`src/rtl/ula_pkg.sv`:
```
// Shared types and constants for the multi-cycle ALU: default width, opcodes,
// FSM states and the step-counter sizing helper.
package ula_pkg;

  localparam int ULA_WIDTH = 64;
  localparam int SHAMT_W   = 6;

  typedef enum logic [2:0] {
    OP_PASS = 3'b000,
    OP_ADD  = 3'b001,
    OP_SUB  = 3'b010,
    OP_AND  = 3'b011,
    OP_XOR  = 3'b100,
    OP_SLL  = 3'b101,
    OP_SRL  = 3'b110,
    OP_MUL  = 3'b111
  } ula_op_t;

  typedef enum logic [1:0] {
    IDLE  = 2'd0,
    SHIFT = 2'd1,
    MUL   = 2'd2
  } ula_estado_t;

  // The step counter must hold a shift amount minus one and WIDTH-1 multiply steps.
  function automatic int cnt_bits(input int width);
    return ($clog2(width) > SHAMT_W) ? $clog2(width) : SHAMT_W;
  endfunction

endpackage

```
`src/rtl/ula_multiciclo_if.sv`:
```
// Request/result bundle between the control unit (master) and the ALU (slave).
interface ula_multiciclo_if #(
  parameter int WIDTH = ula_pkg::ULA_WIDTH
);
  import ula_pkg::*;

  // Handshake: start is a request taken on a rising edge only while busy=0;
  // done pulses for exactly one cycle after each SAIDA update, and SAIDA with
  // its flags stays stable until the next completed operation.
  logic             start;
  ula_op_t          OP;
  logic [WIDTH-1:0] A;
  logic [WIDTH-1:0] B;
  logic [WIDTH-1:0] SAIDA;
  logic             ZERO;
  logic             IGUAL;
  logic             MENOR;
  logic             busy;
  logic             done;

  modport master (
    output start, OP, A, B,
    input  SAIDA, ZERO, IGUAL, MENOR, busy, done
  );

  modport slave (
    input  start, OP, A, B,
    output SAIDA, ZERO, IGUAL, MENOR, busy, done
  );

endinterface

```
`src/rtl/ula_mul_iter.sv`:
```
// Iterative shift-add multiplier: one partial-product step per 'step' cycle,
// 'result' is the low WIDTH bits of the product after the current step.
module ula_mul_iter #(
  parameter int WIDTH = 64
) (
  input  logic             clk,
  input  logic             reset,
  input  logic             start,
  input  logic             step,
  input  logic [WIDTH-1:0] a,
  input  logic [WIDTH-1:0] b,
  output logic [WIDTH-1:0] result
);

  logic [WIDTH-1:0] acc;
  logic [WIDTH-1:0] mcand;
  logic [WIDTH-1:0] mplier;

  // Exposing the post-step sum lets the caller latch the product on the last step edge.
  assign result = acc + (mplier[0] ? mcand : '0);

  always_ff @(posedge clk) begin
    if (reset) begin
      acc    <= '0;
      mcand  <= '0;
      mplier <= '0;
    end else if (start) begin
      acc    <= '0;
      mcand  <= a;
      mplier <= b;
    end else if (step) begin
      acc    <= result;
      mcand  <= mcand << 1;
      mplier <= mplier >> 1;
    end
  end

endmodule

```
`src/rtl/ula_multiciclo.sv`:
```
// Multi-cycle ALU: single-cycle arithmetic/logic, bit-serial shifts and, when
// ULA_MUL_EN is defined, an iterative WIDTH-step multiply.
module ula_multiciclo
  import ula_pkg::*;
#(
  parameter int WIDTH = ULA_WIDTH
) (
  input  logic                clk,
  input  logic                reset,
  ula_multiciclo_if.slave     bus,
  output ula_estado_t         estado
);

  localparam int CW = cnt_bits(WIDTH);

  ula_estado_t      estado_q;
  logic [CW-1:0]    cnt;
  logic [WIDTH-1:0] acc;
  logic [WIDTH-1:0] op_a;
  logic [WIDTH-1:0] op_b;
  logic             dir_esq;
  logic [WIDTH-1:0] saida_q;
  logic             zero_q;
  logic             igual_q;
  logic             menor_q;
  logic             busy_q;
  logic             done_q;

  logic [SHAMT_W-1:0] shamt;
  logic               inicia;
  logic               eh_shift;
  logic               fim;
  logic [WIDTH-1:0]   res;
  logic [WIDTH-1:0]   acc_shift;
  logic [WIDTH-1:0]   fin_val;

  assign shamt     = bus.B[SHAMT_W-1:0];
  assign inicia    = bus.start && (estado_q == IDLE);
  assign eh_shift  = ((bus.OP == OP_SLL) || (bus.OP == OP_SRL)) && (shamt != '0);
  assign fim       = ((estado_q == SHIFT) || (estado_q == MUL)) && (cnt == '0);
  assign acc_shift = dir_esq ? (acc << 1) : (acc >> 1);

  // Single-cycle results; a zero shift amount degenerates to passing A.
  always_comb begin
    res = bus.A;
    case (bus.OP)
      OP_PASS: res = bus.A;
      OP_ADD:  res = bus.A + bus.B;
      OP_SUB:  res = bus.A - bus.B;
      OP_AND:  res = bus.A & bus.B;
      OP_XOR:  res = bus.A ^ bus.B;
      OP_SLL:  res = bus.A;
      OP_SRL:  res = bus.A;
      OP_MUL:  res = '0;
      default: res = bus.A;
    endcase
  end

`ifdef ULA_MUL_EN
  logic [WIDTH-1:0] mul_prox;

  ula_mul_iter #(.WIDTH(WIDTH)) u_mul (
    .clk    (clk),
    .reset  (reset),
    .start  (inicia && (bus.OP == OP_MUL)),
    .step   (estado_q == MUL),
    .a      (bus.A),
    .b      (bus.B),
    .result (mul_prox)
  );

  assign fin_val = (estado_q == MUL) ? mul_prox : acc_shift;
`else
  assign fin_val = acc_shift;
`endif

  always_ff @(posedge clk) begin
    if (reset) begin
      estado_q <= IDLE;
      cnt      <= '0;
      acc      <= '0;
      op_a     <= '0;
      op_b     <= '0;
      dir_esq  <= 1'b0;
      saida_q  <= '0;
      zero_q   <= 1'b1;
      igual_q  <= 1'b0;
      menor_q  <= 1'b0;
      busy_q   <= 1'b0;
      done_q   <= 1'b0;
    end else begin
      done_q <= 1'b0;
      case (estado_q)
        IDLE: begin
          if (inicia) begin
            op_a <= bus.A;
            op_b <= bus.B;
            if (eh_shift) begin
              estado_q <= SHIFT;
              busy_q   <= 1'b1;
              acc      <= bus.A;
              cnt      <= CW'(shamt) - CW'(1);
              dir_esq  <= (bus.OP == OP_SLL);
            end
`ifdef ULA_MUL_EN
            else if (bus.OP == OP_MUL) begin
              estado_q <= MUL;
              busy_q   <= 1'b1;
              cnt      <= CW'(WIDTH - 1);
            end
`endif
            else begin
              saida_q <= res;
              zero_q  <= (res == '0);
              igual_q <= (bus.A == bus.B);
              menor_q <= ($signed(bus.A) < $signed(bus.B));
              done_q  <= 1'b1;
            end
          end
        end
        SHIFT, MUL: begin
          acc <= acc_shift;
          if (fim) begin
            // Flags come from the operands captured at start, not the live inputs.
            estado_q <= IDLE;
            busy_q   <= 1'b0;
            saida_q  <= fin_val;
            zero_q   <= (fin_val == '0);
            igual_q  <= (op_a == op_b);
            menor_q  <= ($signed(op_a) < $signed(op_b));
            done_q   <= 1'b1;
          end else begin
            cnt <= cnt - CW'(1);
          end
        end
        default: begin
          estado_q <= IDLE;
          busy_q   <= 1'b0;
        end
      endcase
    end
  end

  assign estado    = estado_q;
  assign bus.SAIDA = saida_q;
  assign bus.ZERO  = zero_q;
  assign bus.IGUAL = igual_q;
  assign bus.MENOR = menor_q;
  assign bus.busy  = busy_q;
  assign bus.done  = done_q;

endmodule

```
`src/flat_wrapper.sv`:
```
// flat-port wrapper written by rule: the top's interface ports become plain ports
module ula_multiciclo_flat import ula_pkg::*;
#(
  parameter int WIDTH = ULA_WIDTH
)
  (clk, reset, estado, bus_start, bus_OP, bus_A, bus_B, bus_SAIDA, bus_ZERO, bus_IGUAL, bus_MENOR, bus_busy, bus_done);
  ula_multiciclo_if #(.WIDTH(WIDTH)) bus_i ();
  input  logic clk;
  input  logic reset;
  output ula_estado_t estado;
  input wire logic [$bits(bus_i.start)-1:0] bus_start;
  input wire logic [$bits(bus_i.OP)-1:0] bus_OP;
  input wire logic [$bits(bus_i.A)-1:0] bus_A;
  input wire logic [$bits(bus_i.B)-1:0] bus_B;
  output wire logic [$bits(bus_i.SAIDA)-1:0] bus_SAIDA;
  output wire logic [$bits(bus_i.ZERO)-1:0] bus_ZERO;
  output wire logic [$bits(bus_i.IGUAL)-1:0] bus_IGUAL;
  output wire logic [$bits(bus_i.MENOR)-1:0] bus_MENOR;
  output wire logic [$bits(bus_i.busy)-1:0] bus_busy;
  output wire logic [$bits(bus_i.done)-1:0] bus_done;
  assign bus_i.start = bus_start;
  assign bus_i.OP = bus_OP;
  assign bus_i.A = bus_A;
  assign bus_i.B = bus_B;
  assign bus_SAIDA = bus_i.SAIDA;
  assign bus_ZERO = bus_i.ZERO;
  assign bus_IGUAL = bus_i.IGUAL;
  assign bus_MENOR = bus_i.MENOR;
  assign bus_busy = bus_i.busy;
  assign bus_done = bus_i.done;
  ula_multiciclo #(.WIDTH(WIDTH)) u_core (.clk(clk), .reset(reset), .bus(bus_i), .estado(estado));
endmodule
```
`config.mk`:
```
export PLATFORM = sky130hd
export DESIGN_NAME = ula_multiciclo_flat
export DESIGN_NICKNAME = d
export VERILOG_FILES = /design/src/rtl/ula_pkg.sv /design/src/rtl/ula_multiciclo_if.sv /design/src/rtl/ula_mul_iter.sv /design/src/rtl/ula_multiciclo.sv /design/src/flat_wrapper.sv
export SDC_FILE = /design/constraint.sdc
export NUM_CORES = 1
export LEC_CHECK = 0
export ABC_AREA = 1
export CORE_MARGIN = 2
export CORE_UTILIZATION = 37
export DETAILED_ROUTE_END_ITERATION = 10
export PLACE_DENSITY = 0.6
export SYNTH_ARGS = -nofsm -noshare
export SYNTH_HDL_FRONTEND = slang
export SYNTH_HIERARCHICAL = 1
export SYNTH_SLANG_ARGS = --single-unit
```
`constraint.sdc`:
```
create_clock -name clk -period 3.08 [get_ports clk]
set_clock_uncertainty 0.2 [all_clocks]
set_input_delay 0.616 -clock clk [delete_from_list [all_inputs] [get_ports clk]]
set_output_delay 0.616 -clock clk [all_outputs]
set_load 0.05 [all_outputs]
```
# After elaboration in Yosys (flattened, before gate mapping)
# Cells that the tools add are included.
dict set report op_classes {
  bitwise 2
  multipliers 0
  shift 0
  reduce_logical 20
  eq_ne 16
  div 0
  order_cmp 2
  addsub 4
  muxes 37
}
# op count
set ops {}
lappend ops {{two-way mux 64 bit} 6}
lappend ops {{one-hot mux 64 bit (6 select lines)} 1}
lappend ops {{one-hot mux 64 bit (2 select lines)} 2}
lappend ops {{== test 64 bit} 2}
lappend ops {{logical NOT 64 bit} 2}
lappend ops {{less-than comparator 64 bit} 2}
lappend ops {{adder 64 bit} 1}
lappend ops {{AND 64 bit} 1}
lappend ops {{subtractor 64 bit} 1}
lappend ops {{bitwise XOR 64 bit} 1}
lappend ops {{two-way mux 6 bit} 3}
lappend ops {{two-way mux 1 bit} 15}
lappend ops {{== test 3 bit (second input constant)} 4}
lappend ops {{one-hot mux 6 bit (2 select lines)} 1}
lappend ops {{subtractor 6 x 1 -> 6 bit (second input constant)} 2}
lappend ops {{one-hot mux 1 bit (2 select lines)} 5}
lappend ops {{AND reduction 3 bit} 3}
lappend ops {{AND reduction 4 bit} 2}
lappend ops {{== test 3 x 2 -> 1 bit (second input constant)} 2}
lappend ops {{logical NOT 6 bit} 1}
lappend ops {{two-way mux 2 bit} 3}
lappend ops {{inequality test 2 x 1 -> 1 bit (second input constant)} 3}
lappend ops {{nonzero test 6 bit} 1}
lappend ops {{inequality test 2 bit (second input constant)} 2}
lappend ops {{other kinds (12)} 15}
dict set report totals {
  regBits 270
  mem_count 0
  word_cells 93
  output_inout_bits 71
  in_bits 134
  mem_bits_ro 0
  latch_bits 0
  ram_bits 0
}

# Depth between registers and ports, before layout
dict set report depth {
  word_depth 7
  mapped_depth 27
  mapped_depth_nobuf 26
}

# Worst setup path after synthesis
# Ideal clock, no wire load.
dict set report synth_timing {
  kind {input to register}
  start {input port bus_A[0]}
  end {register u_core.zero_q (netlist: u_core/bus.ZERO)}
  path_buffers 0
  arrival_time_ns 2.694
  setup_ns 0.058
  stages 26
  required_time_ns 2.822
  slack_ns 0.128
  cell_sequence {inv_1 > ha_1 > fa_1 > inv_1 > nand3_1 > nand2_1 > nand2_1 > nand2_1 > nand2_1 > nand2_1 > nand3_1 > nand2_1 > nand2_1 > nand3_1 > nand2_1 > nand2_1 > nand2_1 > nor2_1 > nand2_1 > nor2_1 > nand2_1 > nor2_1 > nand2_1 > nand2_1 > nand2_1 > nand2_1}
}
dict set report synth_between {
  elab_chain_len 6
  word_cells_on_any_way 9
  classes_between {2 x add/sub; 4 x mux; 2 x bitwise; 1 x reduce/logical}
}
# element line_no
set synth_lines {}
lappend synth_lines {{from (decl)} flat_wrapper.sv:13} ;# input wire logic [$bits(bus_i.A)-1:0] bus_A;
lappend synth_lines {{subtractor 64 bit, or another cell as far along} ula_multiciclo.sv:49} ;# OP_SUB: res = bus.A - bus.B;
lappend synth_lines {{one-hot mux 64 bit (6 select lines) (*)} ula_multiciclo.sv:46} ;# case (bus.OP)
lappend synth_lines {{logical NOT 64 bit (*)} ula_multiciclo.sv:114} ;# zero_q <= (res == '0);
lappend synth_lines {{two-way mux 1 bit (*)} ula_multiciclo.sv:98} ;# if (eh_shift) begin
lappend synth_lines {{two-way mux 1 bit (*)} ula_multiciclo.sv:95} ;# if (inicia) begin
lappend synth_lines {{one-hot mux 1 bit (2 select lines) (*)} ula_multiciclo.sv:93} ;# case (estado_q)
lappend synth_lines {{to (signal assigned)} ula_multiciclo.sv:114}
lappend synth_lines {{to (signal assigned)} ula_multiciclo.sv:128} ;# zero_q <= (fin_val == '0);
lappend synth_lines {{to (decl)} ula_multiciclo.sv:23} ;# logic zero_q;
# Mark *: on every way between the ends. The rest lies on a longest branch, timed or not. The select of a mux whose other input is x is not followed.
# A chain may end at the register's enable or synchronous reset.

# Worst setup path after layout
dict set report layout_timing {
  start {register u_core.op_b[49]}
  end {register u_core.menor_q (netlist: u_core/bus.MENOR)}
}
dict set report layout_between {
  elab_chain_len 3
}
# element line_no
set layout_lines {}
lappend layout_lines {{from (decl)} ula_multiciclo.sv:20} ;# logic [WIDTH-1:0] op_b;
lappend layout_lines {{from (signal assigned)} ula_multiciclo.sv:97} ;# op_b <= bus.B;
lappend layout_lines {{less-than comparator 64 bit} ula_multiciclo.sv:130} ;# menor_q <= ($signed(op_a) < $signed(op_b));
lappend layout_lines {{two-way mux 1 bit} ula_multiciclo.sv:123} ;# if (fim) begin
lappend layout_lines {{one-hot mux 1 bit (2 select lines)} ula_multiciclo.sv:93}
lappend layout_lines {{to (signal assigned)} ula_multiciclo.sv:116} ;# menor_q <= ($signed(bus.A) < $signed(bus.B));
lappend layout_lines {{to (signal assigned)} ula_multiciclo.sv:130}
lappend layout_lines {{to (decl)} ula_multiciclo.sv:25} ;# logic menor_q;
# No other way between the ends. The select of a mux whose other input is x is not followed.

==> out/results.tsv <==
stage	metric	value	unit
run_status	status	completed	
layout	Design Area, Final	42300	µm²
detailed_routing	vias per cell	5.32	
timing	fin crit share	98.4	%
logic_synthesis	syn_area_per_cell	5.69	µm²
setup_path	CP Class	reg2reg	
layout	nets	6074	
logic_synthesis	Main synth FF type	dfxtp_1	
clocking	Skew-Pair Late Insertion Delay	590	ps
logic_synthesis	YS warnings	6	
detailed_routing	DRC	0	
place	DP Wirelength	113000	µm
logic_synthesis	number of synthesized flops with an enable pin	0	
floorplan	Core Rows	97	
setup_path	Critical Path AT	3330	ps
floorplan	Chip Height	271	µm
clocking	CTS hold repair buffers	0	
place	DP Cell Count	6546	
worst_hold_path	Worst Hold Class	in2reg	
timing	Fin. Hold Viols	0	
clocking	Clock H-tree levels	2	
place	gpl congestion	1.05	
layout	final core utilization	60.2	%
floorplan	Core Box Area	70300	µm²
timing	final setup fails	0	
place	dpl ws	-1290	ps
logic_synthesis	Mapped Nets	4953	
clocking	CTS clock-pin slew for the worst setup and hold paths	70	ps
clocking	worst-case clock buffer depth	3	
place	# port buffers	203	
layout	Register Area	5370	µm²
job	max-cap viol count	0	
clocking	CTS tree	done	
detailed_routing	Antenna Nets Post-Route	0	
timing	fin crit period	3030	ps
logic_synthesis	flops & latches, synth	268	
detailed_routing	vias	35700	
timing	Setup TNS Final	0	ps
power_and_ir_drop	power per cell area	382	nW/µm²
detailed_routing	initial DRC count	4113	
power_and_ir_drop	Pint	9.48	mW
layout	Post-Layout Cell Count	6709	
floorplan	Initial Util	37.5	%
setup_path	worst path required time	3370	ps
setup_path	startpoint types	flip-flop	
power_and_ir_drop	combinational share of power	49.2	%
layout	filler instances	6800	
setup_path	crit path capture type	flip-flop	
floorplan	Die ar.	73300	µm²
clocking	Inserted Clock Buffers	34	
logic_synthesis	distinct cell type count after synthesis	51	
timing	Fin Hold WS	124	ps
timing	max_slew headroom	28.0	%
global_route	initial antenna violation count	5	
timing	Max Slew Vio Count	0	
place	Post-DP Area	36300	µm²
detailed_routing	Routed wire per std cell	20.7	µm
power_and_ir_drop	NetSw	6.71	mW
clocking	clk root buf	clkbuf_16	
power_and_ir_drop	Tot Pwr	16.2	mW
power_and_ir_drop	Flop pwr share	24.7	%
logic_synthesis	gate count after technology mapping	4623	
timing	fmax	0.330	GHz
logic_synthesis	Synth Cell Area	26300	µm²
logic_synthesis	Async SR Flop Fraction	0	%
global_route	vias in the first global route	33200	
layout	Layout Area Growth over Synthesis	60.8	%
global_route	grt ovf	0	
layout	Multi-input gate area	21200	µm²
detailed_routing	final wirelength	139000	µm
timing	slew at the pin closest to its max-slew limit	1080	ps
timing	setup ws final	49.1	ps
global_route	first-pass GRT wire length	203000	µm
power_and_ir_drop	sw frac	41.4	%
global_route	gr usage total	36.4	%
setup_path	largest fanout on the critical path	2	
logic_synthesis	sequential area share after synthesis	20.4	%
layout	fraction of layout cells with a size suffix above 1	37.8	%
clocking	clk sink count	268	
floorplan	Ports	205	
power_and_ir_drop	clock share of power	26.0	%
timing	RSZ-0062 raised after global routing	true	
layout	ANT cells	0	
power_and_ir_drop	leakage dissipation	20.8	nW
floorplan	Die X	271	µm
global_route	pin count of the biggest net entering global routing	156	
power_and_ir_drop	peak supply drop	0.453	mV
detailed_routing	TritonRoute pass-1 iters	8	
-- path summary, 6_finish.rpt --
kind | from | end | slack [ps] | cells after the start
worst max-delay path | u_core/op_b[49] | u_core/bus.MENOR | 50 | 13
worst min-delay path | bus_B[6] | u_core/op_b[6] | 120 | 3
worst max register to register | u_core/op_b[49] | u_core/bus.MENOR | 50 | 13
worst min register to register | u_core/op_b[2] | u_core/op_b[2] | 260 | 2
-- cell families after synthesis --
logic type               after synthesis  synth area share, %
XOR/XNOR                               6                0.200
AND/OR/NAND/NOR                     2297                 36.3
buffers and inverters                920                 14.2
flip-flops                           268                 20.4
multiplexers                          13                0.494
other                                  1               0.0142
AO/OA/AOI/OAI                        922                 19.1
adder cells (fa/ha/maj)              196                 9.37
-- layout make-up --
| cell class | instances | share of cell area, % |
|---|---|---|
| Sequential cell | 268 | 12.7 |
| Clock inverter | 13 | 0.358 |
| Tap cell | 940 | 2.78 |
| Inverter | 709 | 6.30 |
| Timing Repair Buffer | 1296 | 25.5 |
| Multi-Input combinational cell | 3435 | 50.0 |
| Clock buffer | 48 | 2.40 |
-- repair_timing --
action | CTS | global route
pin swaps | 172 | 228
setup endpoints to repair | 42 | 26
resized for setup | 883 | 594
buffers inserted | 53 | 49
-- Yosys cell counts (7+ instances only) --
master    instances  area, µm²
ha_1            194       2430
nand3_1         309       1550
o21ai_0         328       1640
nor2_1          368       1380
or2_2            26        163
buf_2            36        180
o21bai_1         31        233
o22ai_1          40        250
nor4_1           14       87.6
buf_1            10       37.5
buf_4            35        263
a31oi_1         115        719
a21oi_1         362       1810
inv_2            22       82.6
o21ai_1           7       35.0
dfxtp_1         268       5370
nor2_4            7       78.8
nor3_1           48        240
inv_1           686       2570
clkbuf_1        115        432
nand4_1          44        275
nand2_2           7       43.8
nor2_2           36        225
mux2i_1          13        130
nand2_1        1417       5320
buf_6            13        146
a221oi_1         16        140
-- power by group through the flow --
stage	registers, mW	logic (mW)	clock network, mW
4_1_cts	4.00	7.34	4.30
2_1_floorplan	4.38	2.94	0
3_5_place_dp	4.07	6.63	0
5_1_grt	4.04	8.45	4.41
6_report	4.01	7.97	4.22
3_3_place_gp	4.07	6.60	0
-- metal layers --
metal | vias to the layer above | GRT usage (%) | wire length (µm)
met2 | 1717 | 55.2 | 58200
li1 | 17100 | - | -
met3 | 297 | 6.09 | 15100
met5 | - | 0 | 29
met1 | 16500 | 51.8 | 60200
met4 | 4 | 12.6 | 5650
-- sequential cells by signal, summed over array words and instances (netlist names), 6 cells and up --
register,count
u_core/bus.SAIDA,64
u_core/op_b,64
u_core/cnt,6
u_core/op_a,64
u_core/acc,64
-- cells in the final DEF (no fill, tap or decap), drive strengths merged, types with 29 or more instances in the layout --
cell type,count
a21oi,362
a31oi,115
buf,1096
clkbuf,101
clkdlybuf4s50,76
dfxtp,268
dlygate4sd2,29
ha,194
inv,708
nand2,1424
nand3,314
nand4,44
nor2,411
nor3,54
o21ai,335
o21bai,31
o22ai,40
-- worst max-delay path, stage by stage, from the launching register on --
cell and delay [ps]:
dfxtp_1 330, inv_1 50, ha_1 280, a21oi_1 160
nor2_1 60, a211oi_1 310, o221ai_1 220, nand2_1 170
o211ai_1 260, a21oi_1 190, o21ai_1 220, a21oi_1 210
o21ai_0 120, a21oi_1 140
Note: power is estimated with default switching activity, not from simulation.
